<file path="src/rtl/cal_set_ctrl.sv">
// Date/time setting controller: free-running 1 ms tick for the debouncers and a
// field-select editor that captures the running calendar, edits it and hands it back.
//
// state  | meaning
// RUN    | calendar counting; only MODE is acted on (capture and start editing)
// S_YEAR | editing year 0..99
// S_MON  | editing month 1..12
// S_DAY  | editing day 1..maxday (clamped on entry from S_MON)
// S_HOUR | editing hour 0..23
// S_MIN  | editing minute 0..59; MODE here returns to RUN with a LOAD pulse
module cal_set_ctrl #(
    parameter int CLK_PER_MS = 50000,
    parameter int TIMEOUT_MS = 10000
) (
    input  logic       SYS_CLK,
    input  logic       SYS_RST,
    output logic       MS_F,
    input  logic       KEY_MODE,
    input  logic       KEY_UP,
    input  logic       KEY_DOWN,
    input  logic [6:0] CUR_YEAR,
    input  logic [3:0] CUR_MON,
    input  logic [4:0] CUR_DAY,
    input  logic [4:0] CUR_HOUR,
    input  logic [5:0] CUR_MIN,
    output logic [6:0] SET_YEAR,
    output logic [3:0] SET_MON,
    output logic [4:0] SET_DAY,
    output logic [4:0] SET_HOUR,
    output logic [5:0] SET_MIN,
    output logic       LOAD,
    output logic       SET_MODE,
    output logic [2:0] FIELD
);

    localparam int PW = (CLK_PER_MS > 2) ? $clog2(CLK_PER_MS) : 1;
    localparam int TW = $clog2(TIMEOUT_MS + 1);
    localparam logic [PW-1:0] PRESC_LAST = PW'(CLK_PER_MS - 1);
    localparam logic [TW-1:0] TO_LAST    = TW'(TIMEOUT_MS - 1);

    typedef enum logic [2:0] {
        RUN    = 3'd0,
        S_YEAR = 3'd1,
        S_MON  = 3'd2,
        S_DAY  = 3'd3,
        S_HOUR = 3'd4,
        S_MIN  = 3'd5
    } state_t;

    state_t        state_q;
    logic [PW-1:0] presc_q, presc_d;
    logic          ms_f_q;
    logic [TW-1:0] to_q;
    logic [6:0]    yr_q;
    logic [3:0]    mon_q;
    logic [4:0]    day_q;
    logic [4:0]    hr_q;
    logic [5:0]    min_q;
    logic          load_q;
    logic          set_mode_q;

    logic [4:0] maxday;
    logic [6:0] yr_inc, yr_dec;
    logic [3:0] mon_inc, mon_dec;
    logic [4:0] day_inc, day_dec;
    logic [4:0] hr_inc, hr_dec;
    logic [5:0] min_inc, min_dec;
    logic       step_up, step_dn;

    function automatic logic [4:0] max_day(input logic [3:0] mon, input logic [6:0] yr);
        logic [4:0] md;
        case (mon)
            4'd4, 4'd6, 4'd9, 4'd11: md = 5'd30;
            4'd2:                    md = (yr[1:0] == 2'b00) ? 5'd29 : 5'd28;
            default:                 md = 5'd31;
        endcase
        return md;
    endfunction

    always_comb begin
        presc_d = (presc_q == PRESC_LAST) ? '0 : presc_q + PW'(1);
    end

    always_ff @(posedge SYS_CLK or posedge SYS_RST) begin
        if (SYS_RST) begin
            presc_q <= '0;
            ms_f_q  <= 1'b0;
        end else begin
            presc_q <= presc_d;
            ms_f_q  <= (presc_d == PRESC_LAST);
        end
    end

    // Wrapped neighbours of every field; the FSM only picks the one for the active field.
    always_comb begin
        maxday  = max_day(mon_q, yr_q);
        yr_inc  = (yr_q >= 7'd99) ? 7'd0 : yr_q + 7'd1;
        yr_dec  = (yr_q == 7'd0) ? 7'd99 : yr_q - 7'd1;
        mon_inc = (mon_q >= 4'd12) ? 4'd1 : mon_q + 4'd1;
        mon_dec = (mon_q <= 4'd1) ? 4'd12 : mon_q - 4'd1;
        day_inc = (day_q >= maxday) ? 5'd1 : day_q + 5'd1;
        day_dec = (day_q <= 5'd1) ? maxday : day_q - 5'd1;
        hr_inc  = (hr_q >= 5'd23) ? 5'd0 : hr_q + 5'd1;
        hr_dec  = (hr_q == 5'd0) ? 5'd23 : hr_q - 5'd1;
        min_inc = (min_q >= 6'd59) ? 6'd0 : min_q + 6'd1;
        min_dec = (min_q == 6'd0) ? 6'd59 : min_q - 6'd1;
        step_up = KEY_UP & ~KEY_DOWN;
        step_dn = KEY_DOWN & ~KEY_UP;
    end

    always_ff @(posedge SYS_CLK or posedge SYS_RST) begin
        if (SYS_RST) begin
            state_q    <= RUN;
            to_q       <= '0;
            yr_q       <= '0;
            mon_q      <= '0;
            day_q      <= '0;
            hr_q       <= '0;
            min_q      <= '0;
            load_q     <= 1'b0;
            set_mode_q <= 1'b0;
        end else begin
            load_q <= 1'b0;
            if (state_q == RUN) begin
                if (KEY_MODE) begin
                    yr_q       <= CUR_YEAR;
                    mon_q      <= CUR_MON;
                    day_q      <= CUR_DAY;
                    hr_q       <= CUR_HOUR;
                    min_q      <= CUR_MIN;
                    to_q       <= '0;
                    set_mode_q <= 1'b1;
                    state_q    <= S_YEAR;
                end
            end else if (KEY_MODE) begin
                to_q <= '0;
                case (state_q)
                    S_YEAR: state_q <= S_MON;
                    S_MON: begin
                        state_q <= S_DAY;
                        if (day_q > maxday) day_q <= maxday;
                    end
                    S_DAY:  state_q <= S_HOUR;
                    S_HOUR: state_q <= S_MIN;
                    S_MIN: begin
                        state_q    <= RUN;
                        set_mode_q <= 1'b0;
                        load_q     <= 1'b1;
                    end
                    default: begin
                        state_q    <= RUN;
                        set_mode_q <= 1'b0;
                    end
                endcase
            end else if (KEY_UP || KEY_DOWN) begin
                // UP and DOWN together still count as activity but leave the field alone.
                to_q <= '0;
                if (step_up) begin
                    case (state_q)
                        S_YEAR:  yr_q  <= yr_inc;
                        S_MON:   mon_q <= mon_inc;
                        S_DAY:   day_q <= day_inc;
                        S_HOUR:  hr_q  <= hr_inc;
                        S_MIN:   min_q <= min_inc;
                        default: ;
                    endcase
                end else if (step_dn) begin
                    case (state_q)
                        S_YEAR:  yr_q  <= yr_dec;
                        S_MON:   mon_q <= mon_dec;
                        S_DAY:   day_q <= day_dec;
                        S_HOUR:  hr_q  <= hr_dec;
                        S_MIN:   min_q <= min_dec;
                        default: ;
                    endcase
                end
            end else if (ms_f_q) begin
                if (to_q == TO_LAST) begin
                    to_q       <= '0;
                    set_mode_q <= 1'b0;
                    state_q    <= RUN;
                end else begin
                    to_q <= to_q + TW'(1);
                end
            end
        end
    end

    assign MS_F     = ms_f_q;
    assign LOAD     = load_q;
    assign SET_MODE = set_mode_q;
    assign FIELD    = state_q;
    assign SET_YEAR = yr_q;
    assign SET_MON  = mon_q;
    assign SET_DAY  = day_q;
    assign SET_HOUR = hr_q;
    assign SET_MIN  = min_q;

endmodule

</file>
<file path="config.mk">
export PLATFORM = sky130hd
export DESIGN_NAME = cal_set_ctrl
export DESIGN_NICKNAME = d
export VERILOG_FILES = /design/src/rtl/cal_set_ctrl.sv
export SDC_FILE = /design/constraint.sdc
export NUM_CORES = 1
export LEC_CHECK = 0
export ABC_AREA = 1
export CORE_ASPECT_RATIO = 0.7
export CORE_MARGIN = 5
export CORE_UTILIZATION = 51
export CTS_BUF_LIST = sky130_fd_sc_hd__clkbuf_8
export DETAILED_ROUTE_END_ITERATION = 16
export PLACE_DENSITY = 0.84
export SKIP_LAST_GASP = 1
export SLEW_MARGIN = 20
export SYNTH_ARGS = -nofsm -noshare
export SYNTH_HDL_FRONTEND = slang
export SYNTH_SLANG_ARGS = --single-unit
</file>
<file path="constraint.sdc">
create_clock -name SYS_CLK -period 3.24 [get_ports SYS_CLK]
set_clock_uncertainty 0.05 [all_clocks]
set_input_delay 0.972 -clock SYS_CLK [delete_from_list [all_inputs] [get_ports SYS_CLK]]
set_output_delay 0.972 -clock SYS_CLK [all_outputs]
set_load 0.005 [all_outputs]
</file>
==> impl_metrics.tcl, run 1 <==
set metrics [dict create \
    outcome "completed" \
    clkTransAtPathRegs_ns 0.07 \
    grt_antenna_before_repair 0 \
    clock.fmax_mhz 396.3 \
    final_core_util_pct 63.82 \
    ctsRootBufferMaster "clkbuf_8" \
    relSlewSlack_pct 65.14 \
    criticalPathCategory "flop to flop" \
    die-area_mm2 0.01135 \
    hold_viol 0 \
    r2r-start "SET_MON[0]" \
    start_util_pct 52.23 \
    dp_hpwl_um 9436 \
    wl_per_cell_um 14.11 \
    yosysWarningCount 0 \
    top_usage_layer "met2" \
    drt_wl_total_um 12570 \
    htree_levels 3 \
    reg2reg_depth 16 \
    drc_errors 0 \
    syn_inst 693 \
    postCtsSetupRepairBufs 0 \
    finalSetupViolCount 0 \
    hold_path.class "flop to flop" \
    syn_nets 746 \
    synth_seq_cells 63 \
    drt_pre_antenna_iters 5 \
    grt_pass1_vias 4695 \
    cts_buffers 9 \
    grt_remaining_overflow 0 \
    final.period_utilization_pct 77.87 \
    drive_gt1_share_pct 7.562 \
    max_slew.worst_pin.slew_ns 0.5221 \
    drt-vias-per-instance 5.461 \
    use_met3_pct 5.496 \
    required_ns 3.48 \
    coreArea_mm2 0.009071 \
    cts_hold_buf 0 \
    final_common_cell "nand2_1" \
    postSynthAreaPerCell_um2 6.837 \
    hp-start "presc_q[0]" \
    finalSetupTns_ns 0 \
    grt_util_met2_pct 36.67 \
    ant_nets 0 \
    clk_path_buf_depth 2 \
    holdPathStages 1 \
    power_leakage_uw 0.002711 \
    place_area_mm2 0.005544 \
    maxCapViolations 0 \
    finalNonFillerCells 891 \
    std_cell_rows 29 \
    arrival_ns 2.76 \
    fin_crit_ns 2.523 \
    r2r_slack_ns 0.72 \
    grtUsageTotal_pct 22.51 \
    antennaDiodeCount 0 \
    cts_resized 0 \
    io_buffers 64 \
    gp_congestion 0.9440 \
    syn_area_mm2 0.004738 \
    r2r-end "SET_DAY[1]" \
    fin_area_mm2 0.005789 \
    vdd_ir_drop_max_mv 0.4460 \
    vias 4866 \
    rsz0062_at_grt "no" \
    grt_max_degree 45 \
    finalMaxSlewViolations 0 \
    cp_max_fo 8 \
    grt_pass1_wl_um 21430 \
    area_delta_synth_final_pct 22.18 \
    cts_tree "built" \
    die_h_um 90.65 \
    die_width_um 125.2 \
    final_cell_mix "nand2_1, nor2_1, inv_1, nand3_1, clkdlybuf4s50_1" \
    grt_use_met1_pct 29.29 \
    nets 815 \
    power_density_mw_per_mm2 800.2 \
    min_to "presc_q[0]" \
    ys_types 45 \
    dp.cells 875 \
    insertion_delay_ns 0.35 \
    end_kind "flop" \
    worst_setup_path_start_kind "flop" \
    cts.sinks 63 \
    io_pins 65 \
    yosysSeqAreaShare_pct 33.27 \
    drtIter0Drc 398 \
]
## where the power goes
group	internal (uW)	switching (uW)
Sequential	985	328
Combinational	1070	1410
Clock	512	332
Total	2560	2070
## synthesized netlist by cell type, drive strengths merged
library cell | instances | area, um2
nand2 | 147 | 580.6
clkbuf | 4 | 15.01
a31oi | 3 | 25.02
a22oi | 1 | 7.510
a21boi | 1 | 7.510
o2111ai | 1 | 8.760
xor2 | 15 | 131.4
o21ai | 61 | 320.3
or2 | 5 | 31.28
o211ai | 11 | 82.58
o31ai | 1 | 7.510
nor3 | 13 | 85.08
buf | 7 | 37.54
ha | 21 | 262.8
a32oi | 1 | 8.760
a21oi | 22 | 121.4
o21a | 1 | 7.510
nand4 | 9 | 56.30
nand3b | 1 | 7.510
mux2i | 1 | 10.01
nor2 | 117 | 481.7
xnor2 | 8 | 70.07
inv | 102 | 382.9
nor3b | 1 | 7.510
a21o | 1 | 7.510
dfrtp | 63 | 1577
o221ai | 1 | 8.760
nand3 | 65 | 330.3
o22ai | 7 | 43.79
o21bai | 2 | 15.01
## cell families after synthesis
group | after synthesis | share of synthesized area (%)
buffers and inverters | 113 | 9.189
multiplexers | 1 | 0.2113
flip-flops | 63 | 33.27
AND/OR/NAND/NOR | 358 | 33.35
XOR/XNOR | 23 | 4.252
adder cells (fa/ha/maj) | 21 | 5.545
AO/OA/AOI/OAI | 114 | 14.18
## final cells by class
| class | instances | area [um2] |
|---|---|---|
| Inverter | 102 | 382.9 |
| Fill cell | 789 | 3282 |
| Multi-Input combinational cell | 517 | 2726 |
| Clock inverter | 7 | 121.4 |
| Timing Repair Buffer | 69 | 703.2 |
| Sequential cell | 63 | 1577 |
| Tap cell | 124 | 155.1 |
| Clock buffer | 9 | 123.9 |
## worst max path at each step
stage                            end  slack, ns  startpoint  cells past startpoint
after floorplan             FIELD[0]       0.65     SYS_RST                      1
after global placement    SET_MIN[0]       0.51    KEY_MODE                      7
after detailed placement     to_q[9]       0.49      KEY_UP                      9
after CTS                   FIELD[0]       0.73    FIELD[0]                      1
after global routing      SET_DAY[1]       0.47  SET_MON[0]                     16
final                     SET_DAY[1]       0.72  SET_MON[0]                     16
## worst max-delay path, stage by stage, from the launching register on
cell and delay, ns:
dfrtp_1 0.47, inv_1 0.14, ha_1 0.17, nand2_1 0.07, o211ai_1 0.27, inv_1 0.08, ha_1 0.27, nand2_1 0.07
inv_1 0.05, o21a_1 0.20, nor2_1 0.24, nand2_1 0.09, nand3_1 0.09, nand2_1 0.05, nand2_1 0.05, nand2_1 0.05
nand2_1 0.05
## sequential cells by signal (all words and copies together) (netlist names)
register and cells:
presc_q 16, to_q 14, SET_YEAR 7, SET_MIN 6, SET_DAY 5, SET_HOUR 5
SET_MON 4, FIELD 3, LOAD 1, MS_F 1, SET_MODE 1
## through the flow
step                      power (uW)  hold slack [ns]  setup slack [ns]
after floorplan                 2912           0.3999            0.6483
after global placement          3711           0.4227            0.5099
after detailed placement        3759           0.4307            0.4921
after CTS                       4635           0.4420            0.7346
after global routing            5050           0.4934            0.4669
final                           4633           0.4395            0.7169
## per-layer routing
metal | up-vias | wire length [um]
met1 | 2240 | 5675
met4 | 0 | 254
met2 | 210 | 5808
met3 | 27 | 832
met5 | - | 0
li1 | 2389 | -
(Power assumes the default switching activity.)
==> inputs of run 2 (changes only) <==
PLACE_DENSITY = 0.87   (was 0.84)
clock period = 2.3 ns   (was 3.24 ns; I/O delays follow)
==> run 2 against run 1 <==
The flow now finishes with violations (negative setup slack); largest cell class unchanged; cell area grew 5.8%; combinational power grew 66%; die area is the same; critical endpoint unchanged; core utilization grew 3.7 points; wire length grew 9.5%.
==> impl_metrics.tcl, run 2 (synthesis gave the netlist of run 1 again) <==
set metrics [dict create \
    outcome "complete, but fails checks" \
    violations "negative setup slack" \
    slowest_delay_ns 0.45 \
    hp-start "presc_q[0]" \
    io_pins 65 \
    cp_max_fo 5 \
    max_slew.worst_pin.slew_ns 0.4127 \
    cts_buffers 9 \
    insertion_delay_ns 0.35 \
    finalSetupViolCount 1 \
    gp_congestion 1.004 \
    cts_hold_buf 0 \
    criticalPathCategory "flop to flop" \
    path_cells "inv_4, ha_4, nand2_2, o211ai_1, inv_1, ha_4, nand2_2, inv_2, o21a_1, nor2_4, nand2_2, nand3_2, nand2_1, nand2_1, nand2_1, nand2_1" \
    cts_tree "built" \
    place_area_mm2 0.005776 \
    crit_top_cell "nand2_1" \
    ant_nets 0 \
    htree_levels 3 \
    rsz0062_at_grt "yes" \
    hold_path.class "flop to flop" \
    power_leakage_uw 0.002875 \
    final_cell_mix "nand2_1, nor2_1, inv_1, clkdlybuf4s50_1" \
    fillerInstances 721 \
    reg2reg_depth 16 \
    r2r_slack_ns -0.02 \
    dp_hpwl_um 9858 \
    clk_path_buf_depth 2 \
    vdd_ir_drop_max_mv 0.7284 \
    drc_errors 0 \
    required_ns 2.55 \
    r2r-end "SET_DAY[1]" \
    drt_wl_total_um 13760 \
    worst_setup_path_start_kind "flop" \
    grt_max_degree 64 \
    drt-vias-per-instance 5.580 \
    std_cell_rows 29 \
    final_common_cell "nand2_1" \
    clkTransAtPathRegs_ns 0.08 \
    die_h_um 90.65 \
    die_width_um 125.2 \
    drtIter0Drc 571 \
    regArea_mm2 0.001579 \
    die-area_mm2 0.01135 \
    min_to "presc_q[0]" \
    antennaDiodeCount 0 \
    r2r-start "SET_MON[0]" \
    grt_antenna_before_repair 0 \
    hold_viol 0 \
    regMostFlops "presc_q" \
    grt_pass1_wl_um 22800 \
    ctsRootBufferMaster "clkbuf_8" \
    end_kind "flop" \
    drive_gt1_share_pct 13.75 \
    grt_remaining_overflow 0 \
    area_delta_synth_final_pct 29.26 \
    start_util_pct 52.23 \
    cts.sinks 63 \
    power_uw 7184 \
    finalMaxSlewViolations 0 \
    io_buffers 64 \
    holdPathStages 1 \
    largest_reg_flops 16 \
    power_density_mw_per_mm2 1173 \
    clock.fmax_mhz 430.9 \
    multi_input_area_mm2 0.002815 \
    coreArea_mm2 0.009071 \
    maxCapViolations 0 \
    fin_area_mm2 0.006125 \
    vias 5156 \
    wl_per_cell_um 14.89 \
    worst_slack_ns -0.02069 \
    grtUsageTotal_pct 23.84 \
    relSlewSlack_pct 72.34 \
    cp_slowest_cell "dfrtp_2" \
    nets 848 \
    drt_pre_antenna_iters 6 \
    final.period_utilization_pct 100.9 \
    fin_crit_ns 2.321 \
    arrival_ns 2.57 \
    grt_pass1_vias 4872 \
]
-- run 2: worst max-delay path by stage --
stage | slack, ns | endpoint | start
2_1_floorplan | 0.15 | SET_DAY[1] | SET_MON[0]
3_3_place_gp | -0.02 | to_q[9] | KEY_UP
3_5_place_dp | -0.14 | SET_MIN[3] | KEY_UP
4_1_cts | 0.03 | SET_DAY[1] | SET_MON[0]
5_1_grt | -0.15 | SET_DAY[1] | SET_MON[0]
6_report | -0.02 | SET_DAY[1] | SET_MON[0]
-- run 2: through the flow --
| step | utilization [%] | setup WS, ns | TNS, ns | hold slack [ns] | cells |
|---|---|---|---|---|---|
| final | 67.52 | -0.02069 | -0.02069 | 0.4409 | 924 |
| after global routing | 67.52 | -0.1521 | -0.5449 | 0.4776 | 924 |
| after CTS | 66.59 | 0.03031 | 0 | 0.4413 | 923 |
| after detailed placement | 63.67 | -0.1382 | -0.7724 | 0.4293 | 907 |
| after global placement | 63.67 | -0.02413 | -0.03694 | 0.4270 | 907 |
| after floorplan | - | 0.1519 | 0 | 0.3999 | 693 |
-- run 2: critical path, delay by kind of cell (launching register included) --
| kind | cells | cell delay (ns) |
|---|---|---|
| AO/OA/AOI/OAI | 2 | 0.45 |
| adder cells (fa/ha/maj) | 2 | 0.37 |
| buffers and inverters | 3 | 0.24 |
| flip-flops | 1 | 0.45 |
| AND/OR/NAND/NOR | 9 | 0.70 |
-- run 2: metal layers --
layer	global-route usage, %	vias to the layer above	share of wire, %
met1	31.48	2384	42
met4	6.949	0	2.1
met3	4.728	31	8.0
met2	39.71	277	47
met5	0	-	0
li1	-	2464	-
-- run 2: timing repair --
action,CTS,global route
setup buffers,0,0
setup endpoints to repair,5,5
pin swaps,0,10
gates resized for setup,2,23
cloned,0,1
-- run 2: layout make-up --
cell class | count | area share, %
clock buffers | 11 | 2.472
clock inverters | 5 | 1.696
flip-flops and latches | 63 | 25.78
multi-input cells | 518 | 45.97
repair buffers | 101 | 15.20
well taps | 124 | 2.533
inverters | 102 | 6.353
-- run 2: power by group --
group	total (uW)	internal (uW)	leakage (uW)	switching, uW
Combinational	4120	1810	0.00194	2310
Clock	1240	779	0.000130	463
Sequential	1830	1390	0.000809	434
Total	7180	3980	0.00287	3210
